--- src/rtl/vga_timing_param.sv ---
// vga_timing_param: parameterised VGA sync/pixel-counter generator running off clk_50.
// Define VGA_TIMING_FRAME_CNT_EN to add the 8-bit frame_count output.
module vga_timing_param #(
    parameter int H_ACTIVE = 640,
    parameter int H_FP     = 16,
    parameter int H_SYNC   = 96,
    parameter int H_BP     = 48,
    parameter int V_ACTIVE = 480,
    parameter int V_FP     = 10,
    parameter int V_SYNC   = 2,
    parameter int V_BP     = 33,
    parameter bit HS_POL   = 1'b0,
    parameter bit VS_POL   = 1'b0,
    parameter int CLK_DIV  = 2,
    parameter int CW       = 10
) (
    input  logic          clk_50,
    input  logic          rst_n,
    output logic          vga_clk,
    output logic          pix_en,
    output logic          vga_hs,
    output logic          vga_vs,
    output logic [CW-1:0] pixel_x,
    output logic [CW-1:0] pixel_y,
    output logic          in_display_area,
    output logic          line_start,
    output logic          frame_start
`ifdef VGA_TIMING_FRAME_CNT_EN
    ,
    output logic [7:0]    frame_count
`endif
);
    localparam int H_TOTAL = H_ACTIVE + H_FP + H_SYNC + H_BP;
    localparam int V_TOTAL = V_ACTIVE + V_FP + V_SYNC + V_BP;
    localparam int DW      = $clog2(CLK_DIV);

    logic [DW-1:0] div, div_nxt;
    logic          x_wrap, y_wrap;

    // Decodes are gated by rst_n so outputs reach reset levels asynchronously.
    always_comb begin
        pix_en          = div == DW'(CLK_DIV - 1);
        div_nxt         = pix_en ? '0 : div + DW'(1);
        x_wrap          = pixel_x == CW'(H_TOTAL - 1);
        y_wrap          = pixel_y == CW'(V_TOTAL - 1);
        vga_hs          = (rst_n && pixel_x >= CW'(H_ACTIVE + H_FP) &&
                           pixel_x < CW'(H_ACTIVE + H_FP + H_SYNC)) ? HS_POL : ~HS_POL;
        vga_vs          = (rst_n && pixel_y >= CW'(V_ACTIVE + V_FP) &&
                           pixel_y < CW'(V_ACTIVE + V_FP + V_SYNC)) ? VS_POL : ~VS_POL;
        in_display_area = rst_n && pixel_x < CW'(H_ACTIVE) && pixel_y < CW'(V_ACTIVE);
    end

    always_ff @(posedge clk_50 or negedge rst_n) begin
        if (!rst_n) begin
            div         <= '0;
            vga_clk     <= 1'b0;
            pixel_x     <= '0;
            pixel_y     <= '0;
            line_start  <= 1'b0;
            frame_start <= 1'b0;
        end else begin
            div         <= div_nxt;
            vga_clk     <= div_nxt >= DW'(CLK_DIV / 2);
            line_start  <= pix_en && x_wrap;
            frame_start <= pix_en && x_wrap && y_wrap;
            if (pix_en) begin
                pixel_x <= x_wrap ? '0 : pixel_x + CW'(1);
                if (x_wrap)
                    pixel_y <= y_wrap ? '0 : pixel_y + CW'(1);
            end
        end
    end

`ifdef VGA_TIMING_FRAME_CNT_EN
    always_ff @(posedge clk_50 or negedge rst_n) begin
        if (!rst_n)
            frame_count <= '0;
        else if (pix_en && x_wrap && y_wrap)
            frame_count <= frame_count + 8'd1;
    end
`endif
endmodule
--- config.mk ---
export PLATFORM = sky130hd
export DESIGN_NAME = vga_timing_param
export DESIGN_NICKNAME = d
export VERILOG_FILES = /design/src/rtl/vga_timing_param.sv
export SDC_FILE = /design/constraint.sdc
export NUM_CORES = 1
export LEC_CHECK = 0
export ABC_AREA = 1
export BUFFER_PORTS_ARGS = -buffer_cell sky130_fd_sc_hd__buf_2
export CAP_MARGIN = 0
export CORE_MARGIN = 2
export CORE_UTILIZATION = 35
export CTS_BUF_LIST = sky130_fd_sc_hd__clkbuf_4
export DETAILED_ROUTE_END_ITERATION = 8
export PLACE_DENSITY = 0.54
export REMOVE_ABC_BUFFERS = 1
export SLEW_MARGIN = 10
export SYNTH_ARGS = -nofsm -noshare
export SYNTH_HDL_FRONTEND = slang
export SYNTH_SLANG_ARGS = --single-unit
--- constraint.sdc ---
create_clock -name clk_50 -period 1.45 [get_ports clk_50]
set_clock_uncertainty 0.05 [all_clocks]
set_input_delay 0.0725 -clock clk_50 [delete_from_list [all_inputs] [get_ports clk_50]]
set_output_delay 0.0725 -clock clk_50 [all_outputs]
set_load 0.1 [all_outputs]
# After elaboration in Yosys (flattened, before gate mapping)
# Cells that the tools add are included.
totals:
  reg_bits: 24
  in_bits: 2
  output_inout_bits: 27
  word_cells: 32
classes:
  add_sub_neg: 3
  magnitude_cmp: 7
  n_eq_ne: 2
  muxes: 5
  n_reduce_logical: 9
op_table:
  columns: ["op", "n"]
  rows:
  - ["$add 10x1->10 const B", 2]
  - ["$eq 10x10->1 const B", 2]
  - ["$lt 10x10->1 const B", 2]
  - ["$lt 10x9->1 const B", 2]
  - ["$mux 10", 2]
  - ["$ge 10x10->1 const B", 1]
  - ["$ge 10x9->1 const B", 1]
  - ["$logic_and 1x1->1", 8]
  - ["$mux 1", 3]
  - ["$reduce_and 2->1", 1]
  - ["$add 1x1->1 const B", 1]
  - ["$ge 1x1->1 const B", 1]

# Logic depth before layout (Yosys ltp)
# Gate-level depths: netlist (run 1).
depth:
  word_depth: 4
  mapped_depth: 9
  mapped_depth_nobuf: 8

# Least setup slack after synthesis (run 1)
# No wires, ideal clock.
synth_timing:
  path_kind: "flip-flop to output port"
  start: "reg pixel_x[6]"
  end: "out vga_hs"
  t_arrival_ns: 3.196
  slack_ns: -1.869
  path_stages_with_launch: 4
  n_path_buf: 0
  path_cell_list: "dfrtp_1 > nor2_1 > inv_1 > o21ai_0"
synth_between:
  elab_chain_len: 4
synth_lines:
  columns: ["element", "line_no", "source"]
  rows:
  - ["start: declaration", "23", "output logic [CW-1:0] pixel_x,"]
  - ["start signal: assignment", "67", "pixel_x <= x_wrap ? '0 : pixel_x + CW'(1);"]
  - ["$ge 10x10->1", "46", "vga_hs = (rst_n && pixel_x >= CW'(H_ACTIVE + H_FP) &&"]
  - ["$logic_and 1x1->1", "46", null]
  - ["$logic_and 1x1->1 (*)", "46", null]
  - ["$mux 1 (*)", "47", "pixel_x < CW'(H_ACTIVE + H_FP + H_SYNC)) ? HS_POL : ~HS_POL;"]
  - ["end: declaration", "21", "output logic vga_hs,"]
# Mark *: on every way between the ends. The rest lies on a longest branch, timed or not.

# Worst setup path in the final report (run 1)
layout_timing:
  start: "reg pixel_y[0]"
  end: "out vga_vs"
layout_between:
  elab_chain_len: 4
layout_lines:
  columns: ["element", "line_no", "source"]
  rows:
  - ["start: declaration", "24", "output logic [CW-1:0] pixel_y,"]
  - ["start signal: assignment", "69", "pixel_y <= y_wrap ? '0 : pixel_y + CW'(1);"]
  - ["$ge 10x9->1", "48", "vga_vs = (rst_n && pixel_y >= CW'(V_ACTIVE + V_FP) &&"]
  - ["$logic_and 1x1->1", "48", null]
  - ["$logic_and 1x1->1 (*)", "48", null]
  - ["$mux 1 (*)", "49", "pixel_y < CW'(V_ACTIVE + V_FP + V_SYNC)) ? VS_POL : ~VS_POL;"]
  - ["end: declaration", "22", "output logic vga_vs,"]
# Marked as above.

==> metrics.md, run 1 <==
| Metric | Value |
|---|---|
| Cell type with the highest aggregate area in the netlist | `sky130_fd_sc_hd__dfrtp_1` |
| Synthesized area per cell | `7.47 sq um` |
| Share of the synthesized area in the top cell type | `0.410` |
| Count of TritonRoute iterations in the first routing pass | `4` |
| Clk_lat worst skew | `0.31 ns` |
| Critical Path Sink Type | `output pin` |
| FP Rows | `23` |
| Max-Cap Viols | `0` |
| Final worst-path cycle share | `1.08` |
| Flop2flop setup slack | `-0.07 ns` |
| Number of global-route vias before repair | `1258` |
| Max-slew headroom at the worst pin | `0.678` |
| R2R cell count | `9` |
| Number of antenna diodes | `0` |
| Data arrival time at the worst-slack endpoint | `1.44 ns` |
| Portion of total power attributed to sequential cells | `0.635` |
| Leading cell type in the layout, fill and taps excluded | `sky130_fd_sc_hd__nand2_1` |
| Combinational share of power | `0.043` |
| Leading cell types in the layout, fill and taps excluded | `33 x sky130_fd_sc_hd__nand2_1, 25 x sky130_fd_sc_hd__inv_1, 25 x sky130_fd_sc_hd__buf_4, 18 x sky130_fd_sc_hd__dfrtp_1, 16 x sky130_fd_sc_hd__buf_2` |
| Routed vias | `1445` |
| Total clock buffers created by CTS | `3` |
| Chip width | `67.3 um` |
| Number of distinct library cell variants in the gate-level netlist after synthesis | `27` |
| Violated checks | `negative setup slack` |
| Number of failing setup endpoints in the final timing report | `9` |
| Internal portion of total power | `779 uW` |
| Final HPWL DP | `2700 um` |
| Largest net degree at the start of global routing | `24` |
| Worst setup path class | `reg2out` |
| Post-layout minimum cycle time | `1.56 ns` |
| Critical R2R Launch | `pixel_x[7]$_DFFE_PN0P_` |
| Max Clock Freq | `639 MHz` |
| Initial core utilization | `0.356` |
| Global routing usage summed across all routing layers | `0.181` |
| Clock sink count | `23` |
| Initial antenna violation count | `0` |
| Last weighted congestion value of the routability-driven placer | `0.860` |
| Mapped Cells | `188` |
| Worst VDD drop | `0.000289 V` |
| Area inside the core boundary | `3940 sq um` |
| Capture instance of the worst register-to-register path | `pixel_y[9]$_DFFE_PN0P_` |
| Maximum level of the CTS H-tree | `1` |
| Layout net count | `254` |
| #FFs+latches synth | `23` |
| Routed vias/inst | `4.88` |
| Final Core Density | `0.548` |
| Y dimension of the die | `67.3 um` |
| Power share of the clock group | `0.323` |
| Clock edge transition at the registers on the reported setup and hold paths | `0.13 ns` |
| Share of cells above drive strength 1 | `0.476` |
| Number of max-slew violations in the final report | `0` |
| First-pass GRT wire length | `6080 um` |
| Biggest area contributors in the synthesized netlist | `sky130_fd_sc_hd__dfrtp_1 41%, sky130_fd_sc_hd__nand2_1 10%, sky130_fd_sc_hd__inv_1 8.0%` |
| Total detailed-routing wirelength | `3880 um` |
| Switching power | `231 uW` |
| Ports placed on the boundary | `29` |
| Sum Neg Setup Slack | `-0.425 ns` |
| Drt initial violations | `71` |
| Filler Cell Count | `381` |
| Cell Pwr Density | `467 nW/um^2` |
| Net switching share of the total power | `0.229` |
| Worst-path fanout max | `3` |
| Element type at the critical path start | `flip-flop` |
| Final hold violation count | `0` |
| TritonCTS clock tree | `done` |
| Fin worst setup slack | `-0.115 ns` |
| Yosys warnings | `0` |
| Synth Cell Area | `1400 sq um` |
| Post-detailed-route DRC marker count | `0` |
| Maximum clock path buffer count | `2` |
| Average wire per cell in the routed design | `13.1 um` |
| Post-route ant nets | `0` |
| Die outline area | `4530 sq um` |
| RSZ-0062 raised after global routing | `yes` |
| Total gr overflow | `0` |
| Worst min path class | `in2async` |
| Static leakage | `0.00109 uW` |
| Worst slew pin tran | `0.486 ns` |
| Count of port buffers added during placement | `28` |
| Root buf cell | `sky130_fd_sc_hd__clkbuf_4` |
| Sequential area share after synthesis | `0.410` |
| Synth-to-layout area growth | `54.0%` |
| Req. time, crit path | `1.33 ns` |
| Result of the run | `finished with violations` |
-- timing repair --
item,in CTS,in global routing
resized for setup,28,47
pin swaps,4,19
endpoints found under the hold margin,23,0
hold buffers,1,0
setup endpoints to repair,6,22
buffers inserted,7,5
-- stage by stage --
step	setup slack, ns	cell area (sq um)	instances	hold WS (ns)	power (uW)
5_1_grt	-0.172	2160	296	0.256	1060
3_5_place_dp	0.0268	1780	279	0.0548	693
4_1_cts	-0.0952	1970	291	0.251	1020
2_1_floorplan	-1.87	1380	184	-0.273	667
3_3_place_gp	-0.0399	1780	279	0.0564	693
6_report	-0.115	2160	296	0.237	1010
-- layout make-up --
cell class                 count  area [sq um]  share of cell area
multi-input combinational    128           873               0.404
sequential                    23           582               0.269
tap                           50          62.6              0.0289
clock buffer                   4          30.0              0.0139
inverter                      33           131              0.0608
timing repair buffer          58           483               0.223
-- power groups by stage --
stage,Sequential (uW),Clock [uW],Combinational (uW)
6_report,641,326,43.0
5_1_grt,642,375,47.7
4_1_cts,641,338,44.5
3_5_place_dp,654,0,39.1
3_3_place_gp,654,0,39.4
2_1_floorplan,654,0,13.7
-- synthesized netlist by cell type --
master / number
sky130_fd_sc_hd__nor2_8: 1
sky130_fd_sc_hd__nand4_2: 1
sky130_fd_sc_hd__nor2_4: 1
sky130_fd_sc_hd__nand4_1: 5
sky130_fd_sc_hd__inv_2: 3
sky130_fd_sc_hd__o21ai_1: 8
sky130_fd_sc_hd__buf_4: 1
sky130_fd_sc_hd__nor3_1: 8
sky130_fd_sc_hd__nand3_4: 1
sky130_fd_sc_hd__nor2_2: 2
sky130_fd_sc_hd__nor2_1: 22
sky130_fd_sc_hd__ha_1: 5
sky130_fd_sc_hd__clkbuf_2: 1
sky130_fd_sc_hd__a21oi_1: 1
sky130_fd_sc_hd__buf_6: 1
sky130_fd_sc_hd__inv_1: 30
sky130_fd_sc_hd__o21ai_0: 8
sky130_fd_sc_hd__xor2_1: 3
sky130_fd_sc_hd__dfrtp_1: 23
sky130_fd_sc_hd__nor4_1: 2
sky130_fd_sc_hd__nand2_1: 39
sky130_fd_sc_hd__buf_2: 1
sky130_fd_sc_hd__nand3_1: 17
sky130_fd_sc_hd__xnor2_1: 1
sky130_fd_sc_hd__or2_2: 1
sky130_fd_sc_hd__o2111ai_1: 1
sky130_fd_sc_hd__nand2_2: 1
-- flip-flops by register name (all words and copies together) (netlist names) --
register,flops
pixel_y,10
pixel_x,10
frame_start,1
line_start,1
pix_en,1
-- per-layer routing --
layer / routed length [um] / vias up / global-route usage
li1: - / 718 / -
met2: 1890 / 46 / 0.282
met4: 57 / 0 / 0.0689
met1: 1750 / 677 / 0.261
met5: 0 / - / 0
met3: 173 / 4 / 0.0150
-- critical path: stages (launching register included) --
cell and delay [ns]:
sky130_fd_sc_hd__dfrtp_1 0.38, sky130_fd_sc_hd__inv_1 0.09, sky130_fd_sc_hd__ha_2 0.20, sky130_fd_sc_hd__o2111ai_2 0.25, sky130_fd_sc_hd__buf_12 0.21
-- cells by family (layout without fill, tap and decap cells) --
kind of cell / after synthesis / in the layout / share of synthesized area
xor gates and xnor gates: 4 / 4 / 0.0250
AOI/OAI and AO/OA: 18 / 18 / 0.0668
buffers and inverters: 37 / 95 / 0.109
adders and majority gates: 5 / 5 / 0.0446
DFF: 23 / 23 / 0.410
and+or+nand+nor: 101 / 101 / 0.345
-- worst max-delay path by stage --
stage | to | start
3_5_place_dp | pixel_y[6]$_DFFE_PN0P_ | pixel_y[1]$_DFFE_PN0P_
5_1_grt | vga_vs | pixel_y[6]$_DFFE_PN0P_
6_report | vga_vs | pixel_y[0]$_DFFE_PN0P_
2_1_floorplan | vga_hs | pixel_x[6]$_DFFE_PN0P_
3_3_place_gp | vga_vs | pixel_y[9]$_DFFE_PN0P_
4_1_cts | vga_hs | pixel_x[7]$_DFFE_PN0P_
No activity file was read; power rests on OpenSTA's default activity.
==> run 2: changes to the inputs <==
--- a/config.mk
+++ b/config.mk
@@ -9,10 +9,10 @@
 export BUFFER_PORTS_ARGS = -buffer_cell sky130_fd_sc_hd__buf_2
 export CAP_MARGIN = 0
 export CORE_MARGIN = 2
-export CORE_UTILIZATION = 35
+export CORE_UTILIZATION = 55
 export CTS_BUF_LIST = sky130_fd_sc_hd__clkbuf_4
 export DETAILED_ROUTE_END_ITERATION = 8
-export PLACE_DENSITY = 0.54
+export PLACE_DENSITY = 0.79
 export REMOVE_ABC_BUFFERS = 1
 export SLEW_MARGIN = 10
 export SYNTH_ARGS = -nofsm -noshare
==> run 2 against run 1 <==
Effect of this change: the flow still finishes with violations (negative setup slack); first-iteration DRC count rose by 93%; sequential share of layout area rose by 1.0 points; total power rose by 0.26%; wire length rose by 30%; critical endpoint is now pixel_x[8]$_DFFE_PN0P_.
==> metrics.md, run 2 (synthesis gave the netlist of run 1 again) <==
| Metric | Value |
|---|---|
| Worst min path class | `in2async` |
| Leading cell types in the layout, fill and taps excluded | `31 x sky130_fd_sc_hd__nand2_1, 26 x sky130_fd_sc_hd__inv_1, 23 x sky130_fd_sc_hd__buf_4, 19 x sky130_fd_sc_hd__dfrtp_1, 18 x sky130_fd_sc_hd__buf_2` |
| Power share of the clock group | `0.322 (about the same)` |
| Share of cells above drive strength 1 | `0.453 (-0.0225)` |
| Cell Pwr Density | `488 nW/um^2 (+4.4%)` |
| FP Rows | `18 (-22%)` |
| Total detailed-routing wirelength | `5030 um (+30%)` |
| Combinational share of power | `0.045 (+0.002)` |
| CP bufs+invs | `1 (-1)` |
| Final HPWL DP | `2580 um (-4.5%)` |
| Post-route ant nets | `0 (unchanged)` |
| Maximum level of the CTS H-tree | `1 (unchanged)` |
| Global routing usage summed across all routing layers | `0.322 (+0.141)` |
| Portion of total power attributed to sequential cells | `0.633 (-0.002)` |
| Worst slew pin tran | `0.505 ns (+0.0187 ns)` |
| Net switching share of the total power | `0.229 (+0.000768)` |
| Data arrival time at the worst-slack endpoint | `1.80 ns (+0.36 ns)` |
| Average wire per cell in the routed design | `18.3 um (+40%)` |
| Initial core utilization | `0.572 (+0.216)` |
| Internal portion of total power | `781 uW (+0.16%)` |
| Number of antenna diodes | `0 (unchanged)` |
| Number of max-slew violations in the final report | `0 (unchanged)` |
| Max-slew headroom at the worst pin | `0.666 (-0.0124)` |
| Routed vias/inst | `6.12 (+25%)` |
| First-pass GRT wire length | `6800 um (+12%)` |
| Ports placed on the boundary | `29 (unchanged)` |
| Y dimension of the die | `54.5 um (-19%)` |
| Switching power | `232 uW (+0.60%)` |
| Initial antenna violation count | `0 (unchanged)` |
| Worst VDD drop | `0.000504 V (+74%)` |
| Routed vias | `1682 (+16%)` |
| Layout net count | `253 (-0.39%)` |
| RSZ-0062 raised after global routing | `yes` |
| Clock edge transition at the registers on the reported setup and hold paths | `0.13 ns (about the same)` |
| Last weighted congestion value of the routability-driven placer | `0.930 (+8.2%)` |
| Library cell contributing the largest single delay on the critical path | `sky130_fd_sc_hd__dfrtp_1` |
| Result of the run | `finished with violations` |
| Max Clock Freq | `609 MHz (-4.7%)` |
| Number of failing setup endpoints in the final timing report | `22 (+13)` |
| Violated checks | `negative setup slack` |
| Count of port buffers added during placement | `28 (unchanged)` |
| Total clock buffers created by CTS | `3 (unchanged)` |
| Chip width | `54.5 um (-19%)` |
| Clk_lat worst skew | `0.31 ns (about the same)` |
| Die outline area | `2970 sq um (-34%)` |
| Element type at the critical path start | `flip-flop` |
| Final hold violation count | `0 (unchanged)` |
| Count of TritonRoute iterations in the first routing pass | `6 (+2)` |
| Crit-path cells | `nor2_2 > inv_1 > nor3_1 > nand3_2 > nand2_1 > nor2_1` |
| Drt initial violations | `137 (+93%)` |
| Area inside the core boundary | `2450 sq um (-38%)` |
| Critical Path Sink Type | `flip-flop` |
| Final worst-path cycle share | `1.13 (+0.0532)` |
| Largest registers ranked by flip-flop count | `pixel_x: 10 flops, pixel_y: 10 flops` |
| Root buf cell | `sky130_fd_sc_hd__clkbuf_4` |
| Fin worst setup slack | `-0.192 ns (-0.0772 ns)` |
| Leading cell type in the layout, fill and taps excluded | `sky130_fd_sc_hd__nand2_1` |
| Post-placement worst setup slack | `-0.0208 ns (-0.0476 ns)` |
| Largest net degree at the start of global routing | `24 (unchanged)` |
| Static leakage | `0.00107 uW (-1.5%)` |
| Synth-to-layout area growth | `47.9%` |
| Number of global-route vias before repair | `1483 (+18%)` |
| Category of cells accounting for the largest share of critical-path delay | `simple AND/OR/NAND/NOR gates` |
| Worst-path fanout max | `4 (+1)` |
| Clock sink count | `23 (unchanged)` |
| TritonCTS clock tree | `done` |
| Maximum clock path buffer count | `2 (unchanged)` |
| Post-detailed-route DRC marker count | `0 (unchanged)` |
| Worst setup path class | `reg2reg` |
| Max-Cap Viols | `0 (unchanged)` |
| Req. time, crit path | `1.61 ns (+0.28 ns)` |
| Sum Neg Setup Slack | `-2.09 ns (-1.67 ns)` |
| Post-layout minimum cycle time | `1.64 ns (+0.0772 ns)` |
| Total power | `1010 uW (+0.26%)` |
| Total gr overflow | `0 (unchanged)` |
| Largest stage delay on the critical path | `0.45 ns (+0.07 ns)` |
run 2: final timing paths:
| kind | startpoint | end | slack [ns] | cells after the start |
|---|---|---|---|---|
| max in group asynchronous | rst_n | pixel_y[1]$_DFFE_PN0P_ | 0.86 | 3 |
| setup / recovery | pixel_x[6]$_DFFE_PN0P_ | pixel_x[8]$_DFFE_PN0P_ | -0.19 | 6 |
| hold reg to reg | pixel_y[1]$_DFFE_PN0P_ | pixel_y[1]$_DFFE_PN0P_ | 0.57 | 2 |
| setup reg to reg | pixel_x[6]$_DFFE_PN0P_ | pixel_x[8]$_DFFE_PN0P_ | -0.19 | 6 |
| hold / removal | rst_n | pixel_x[7]$_DFFE_PN0P_ | 0.23 | 3 |
| min in group clk_50 | pixel_y[1]$_DFFE_PN0P_ | pixel_y[1]$_DFFE_PN0P_ | 0.57 | 2 |
run 2: final cells by class:
cell class	instances	area [sq um]
multi-input cells	129	861
repair buffers	56	434
well taps	30	37.5
clock buffers	4	30.0
flip-flops and latches	23	581
inverters	33	134
fillers	132	378
run 2: timing repair:
item | in CTS | in global routing
endpoints found under the setup margin | 11 | 26
setup buffers | 12 | 3
hold buffers | 1 | 0
pin swaps | 7 | 12
gates resized for setup | 25 | 46
hold endpoints to repair | 23 | 0
gates cloned | 1 | 0
run 2: worst register-to-register path: cells and delay by family, from the launching register on:
kind	cells	cell delay, ns
buf+inv	1	0.10
flops	1	0.45
simple gates	5	0.93
run 2: through the flow:
step | std cells | cell area, sq um | util | hold slack [ns]
3_3_place_gp | 254 | 1690 | 0.688 | 0.0298
5_1_grt | 275 | 2080 | 0.846 | 0.249
3_5_place_dp | 254 | 1690 | 0.688 | 0.0433
4_1_cts | 272 | 1910 | 0.780 | 0.237
2_1_floorplan | 184 | 1380 | - | -0.273
6_report | 275 | 2080 | 0.846 | 0.229
run 2: per-layer routing:
metal  GRT usage  share of wire
met1       0.399           0.37
met2       0.528           0.47
met5           0              0
met4       0.192          0.075
met3      0.0464          0.086
run 2: power by group through the flow:
stage                     Sequential, uW  Combinational, uW  Clock, uW
final                                641               45.4        326
after global routing                 642               49.2        353
after CTS                            641               43.6        324
after detailed placement             654               38.3          0
after global placement               654               37.7          0
after floorplan                      654               13.7          0
==> run 3: changes to the inputs <==
--- a/config.mk
+++ b/config.mk
@@ -5,11 +5,11 @@
 export SDC_FILE = /design/constraint.sdc
 export NUM_CORES = 1
 export LEC_CHECK = 0
-export ABC_AREA = 1
 export BUFFER_PORTS_ARGS = -buffer_cell sky130_fd_sc_hd__buf_2
 export CAP_MARGIN = 0
+export CORE_ASPECT_RATIO = 0.6
 export CORE_MARGIN = 2
-export CORE_UTILIZATION = 55
+export CORE_UTILIZATION = 54
 export CTS_BUF_LIST = sky130_fd_sc_hd__clkbuf_4
 export DETAILED_ROUTE_END_ITERATION = 8
 export PLACE_DENSITY = 0.79
==> constraint.sdc (replaced) <==
create_clock -name clk_50 -period 1.45 [get_ports clk_50]
set_clock_uncertainty 0.05 [all_clocks]
set_input_delay 0.0725 -clock clk_50 [delete_from_list [all_inputs] [get_ports clk_50]]
set_output_delay 0.0725 -clock clk_50 [all_outputs]
set_load 0.01 [all_outputs]
==> run 3 against run 2 <==
Effect of this change: the run still ends with negative setup slack left; core utilization is 6.8 points higher; sequential power is essentially flat; final area fell by 6.2%; non-clock buffer count is 17 higher; clock-buffer cell count fell by 1; first-iteration DRC count increased by 31%; global-route usage is 3.7 points higher; clock power decreased by 2%; die area down 12%; cell count down 20%; via count shrank 17%; worst hold slack got worse by 0.029 ns; critical path type unchanged; highest routed layer unchanged.
==> metrics.md, run 3 <==
| Metric | Value |
|---|---|
| Critical Path Sink Type | `flip-flop` |
| Area inside the core boundary | `2130 sq um (-13%)` |
| Critical R2R Launch | `pixel_x[5]$_DFFE_PN0P_` |
| Worst slew pin tran | `0.412 ns (-0.0925 ns)` |
| Y dimension of the die | `40.5 um (-26%)` |
| TritonCTS clock tree | `done` |
| Synth-to-layout area growth | `62.7%` |
| Total clock buffers created by CTS | `3 (unchanged)` |
| Number of antenna diodes | `0 (unchanged)` |
| Data arrival time at the worst-slack endpoint | `2.02 ns (+0.22 ns)` |
| Cell Pwr Density | `510 nW/um^2 (+4.6%)` |
| Largest net degree at the start of global routing | `14 (-42%)` |
| Filler Cell Count | `69 (-48%)` |
| Post-detailed-route DRC marker count | `0 (unchanged)` |
| Final worst-path cycle share | `1.23 (+0.0981)` |
| Synthesized area per cell | `10.2 sq um (+37%)` |
| R2R cell count | `6 (unchanged)` |
| RSZ-0062 raised after global routing | `yes` |
| FP Rows | `13 (-5)` |
| Static leakage | `0.00101 uW (-5.8%)` |
| Max Clock Freq | `561 MHz (-8.0%)` |
| Synth Cell Area | `1200 sq um (-15%)` |
| Clock edge transition at the registers on the reported setup and hold paths | `0.14 ns (about the same)` |
| Last weighted congestion value of the routability-driven placer | `0.868 (-6.7%)` |
| Worst-path fanout max | `2 (-2)` |
| Fraction of registers with async set or reset after synthesis | `1.00 (unchanged)` |
| Primary FF master, synth | `sky130_fd_sc_hd__dfrtp_1` |
| Die outline area | `2620 sq um (-12%)` |
| Worst setup path class | `reg2reg` |
| Clk_lat worst skew | `0.33 ns (+0.02 ns)` |
| Flop2flop setup slack | `-0.33 ns (-0.14 ns)` |
| Routed vias | `1403 (-17%)` |
| Most instantiated library cell after synthesis | `sky130_fd_sc_hd__dfrtp_1` |
| Global routing usage summed across all routing layers | `0.359 (+0.0369)` |
| Share of the synthesized area in the top cell type | `0.481 (+0.0707)` |
| Worst min path class | `in2async` |
| Maximum level of the CTS H-tree | `1 (unchanged)` |
| Post-layout minimum cycle time | `1.78 ns (+0.142 ns)` |
| Total detailed-routing wirelength | `4930 um (-2.0%)` |
| Mapped Cells | `117 (-38%)` |
| Violated checks | `negative setup slack` |
| Max-slew headroom at the worst pin | `0.724 (+0.0584)` |
| Number of synthesized flops with an enable pin | `0 (unchanged)` |
| Chip width | `64.8 um (+19%)` |
| Leading cell type in the layout, fill and taps excluded | `sky130_fd_sc_hd__buf_4` |
| Initial core utilization | `0.562 (-0.00992)` |
| Layout net count | `199 (-21%)` |
| Last element of the critical path | `pixel_y[3]$_DFFE_PN0P_` |
| Number of distinct library cell variants in the gate-level netlist after synthesis | `32 (+19%)` |
| Root buf cell | `sky130_fd_sc_hd__clkbuf_4` |
| Leading cell types in the layout, fill and taps excluded | `28 x sky130_fd_sc_hd__buf_4, 27 x sky130_fd_sc_hd__buf_2, 21 x sky130_fd_sc_hd__dfrtp_1, 14 x sky130_fd_sc_hd__buf_6, 8 x sky130_fd_sc_hd__nand2_1` |
| Capture instance of the worst register-to-register path | `pixel_y[3]$_DFFE_PN0P_` |
| Total gr overflow | `0 (unchanged)` |
| Worst VDD drop | `0.000556 V (+10%)` |
| Initial antenna violation count | `0 (unchanged)` |
| Final hold violation count | `0 (unchanged)` |
| Largest registers ranked by flip-flop count | `pixel_x: 10 flops, pixel_y: 10 flops` |
| Biggest area contributors in the synthesized netlist | `sky130_fd_sc_hd__dfrtp_1 48%, sky130_fd_sc_hd__ha_1 5.2%, sky130_fd_sc_hd__xnor2_1 5.1%` |
| Fin worst setup slack | `-0.334 ns (-0.142 ns)` |
| Number of failing setup endpoints in the final timing report | `21 (-4.5%)` |
| Yosys warnings | `0 (unchanged)` |
| Count of port buffers added during placement | `28 (unchanged)` |
| Post-route ant nets | `0 (unchanged)` |
| Count of TritonRoute iterations in the first routing pass | `4 (-2)` |
| Element type at the critical path start | `flip-flop` |
| Result of the run | `finished with violations` |
| Hold Worst Slack | `0.199 ns (-0.0294 ns)` |
| Share of cells above drive strength 1 | `0.550 (+0.0967)` |
| Number of max-slew violations in the final report | `0 (unchanged)` |
| Ports placed on the boundary | `29 (unchanged)` |
| Cell type with the highest aggregate area in the netlist | `sky130_fd_sc_hd__dfrtp_1` |
| #FFs+latches synth | `23 (unchanged)` |
| Total power | `994 uW (-1.8%)` |
| Clock sink count | `23 (unchanged)` |
| Source of the critical timing path | `pixel_x[5]$_DFFE_PN0P_` |
| Routed vias/inst | `6.35 (+3.8%)` |
| Final HPWL DP | `2540 um (-1.3%)` |
| Top cell types by occurrence after synthesis | `23 x sky130_fd_sc_hd__dfrtp_1, 11 x sky130_fd_sc_hd__nand2_1, 8 x sky130_fd_sc_hd__inv_1` |
| Max-Cap Viols | `0 (unchanged)` |
| Drt initial violations | `180 (+31%)` |
| Maximum clock path buffer count | `2 (unchanged)` |
| Req. time, crit path | `1.69 ns (+0.08 ns)` |
| Number of global-route vias before repair | `1177 (-21%)` |
| Average wire per cell in the routed design | `22.3 um (+22%)` |
| First-pass GRT wire length | `6450 um (-5.2%)` |
| Sequential area share after synthesis | `0.481 (+0.0707)` |
-- run 3: changes by cell type after synthesis, moves of 3 or more --
cell and delta:
sky130_fd_sc_hd__nand3_1 -10, sky130_fd_sc_hd__and3_1 +5, sky130_fd_sc_hd__inv_1 -22, sky130_fd_sc_hd__nand2_1 -28
sky130_fd_sc_hd__o21ai_1 -7, sky130_fd_sc_hd__xnor2_1 +6, sky130_fd_sc_hd__nor3_1 -4, sky130_fd_sc_hd__o21ai_0 -3
sky130_fd_sc_hd__nor2_1 -15, sky130_fd_sc_hd__inv_2 -3
-- run 3: cell type report --
type                    instances  area [sq um]  share of cell area
multi-input cells              83           699               0.359
flip-flops and latches         23           578               0.297
repair buffers                 73           563               0.289
inverters                       8          42.5              0.0218
well taps                      30          37.5              0.0193
clock buffers                   3          22.5              0.0116
clock inverters                 1          5.00             0.00257
-- run 3: where the power goes --
part | leakage (uW) | internal (uW) | switching (uW)
Combinational | 0.000688 | 11.8 | 20.5
Clock | 0.0000177 | 104 | 217
Sequential | 0.000304 | 641 | 0
-- run 3: per-layer routing --
layer / vias up / GRT usage / share of wire
met5: - / 0 / 0
met4: 0 / 0.176 / 0.052
met3: 36 / 0.0927 / 0.12
met2: 136 / 0.572 / 0.44
met1: 668 / 0.468 / 0.39
li1: 563 / - / -
-- run 3: worst min path at each step --
| stage | startpoint | to | slack [ns] | cells past startpoint |
|---|---|---|---|---|
| detailed placement | rst_n | pixel_x[5]$_DFFE_PN0P_ | -0.11 | 1 |
| global placement | rst_n | pixel_x[7]$_DFFE_PN0P_ | -0.11 | 1 |
| global route | rst_n | pixel_x[5]$_DFFE_PN0P_ | 0.19 | 2 |
| floorplan | rst_n | frame_start$_DFF_PN0_ | -0.27 | 0 |
| CTS | rst_n | pixel_x[5]$_DFFE_PN0P_ | 0.19 | 2 |
| finish | rst_n | pixel_x[5]$_DFFE_PN0P_ | 0.20 | 2 |
-- run 3: kinds of logic (layout without fill, tap and decap cells) --
kind of cell	count (synthesis)	in the layout	synth area share
multiplexers	2	2	0.0167
flip-flops	23	23	0.481
AND/OR/NAND/NOR	51	51	0.255
adder cells (fa/ha/maj)	5	5	0.0522
buffers and inverters	11	85	0.0407
AO/OA/AOI/OAI	14	14	0.0742
XOR/XNOR	11	11	0.0805
-- run 3: timing repair --
| item | 4_1_cts | 5_1_grt |
|---|---|---|
| hold buffers | 1 | 0 |
| hold endpoints to repair | 23 | 0 |
| cloned | 0 | 0 |
| pin swaps | 6 | 10 |
| setup endpoints to repair | 19 | 22 |
| resized for setup | 34 | 25 |
| buffers inserted | 8 | 2 |
-- run 3: critical path, stage by stage (launching register included) --
cell and delay, ns:
sky130_fd_sc_hd__dfrtp_1 0.44, sky130_fd_sc_hd__buf_6 0.14, sky130_fd_sc_hd__nor4b_4 0.30, sky130_fd_sc_hd__buf_4 0.19, sky130_fd_sc_hd__nand2_4 0.06, sky130_fd_sc_hd__o41ai_2 0.36
sky130_fd_sc_hd__a22o_2 0.20
-- run 3: stage by stage --
step	std cells	TNS, ns	area, sq um	utilization	setup WS [ns]
CTS	219	-1.73	1830	0.861	-0.212
global route	221	-4.63	1950	0.914	-0.389
floorplan	114	-1.07	1180	-	-0.202
finish	221	-4.01	1950	0.914	-0.334
detailed placement	206	-1.27	1610	0.756	-0.157
global placement	206	-0.224	1610	0.756	-0.0752
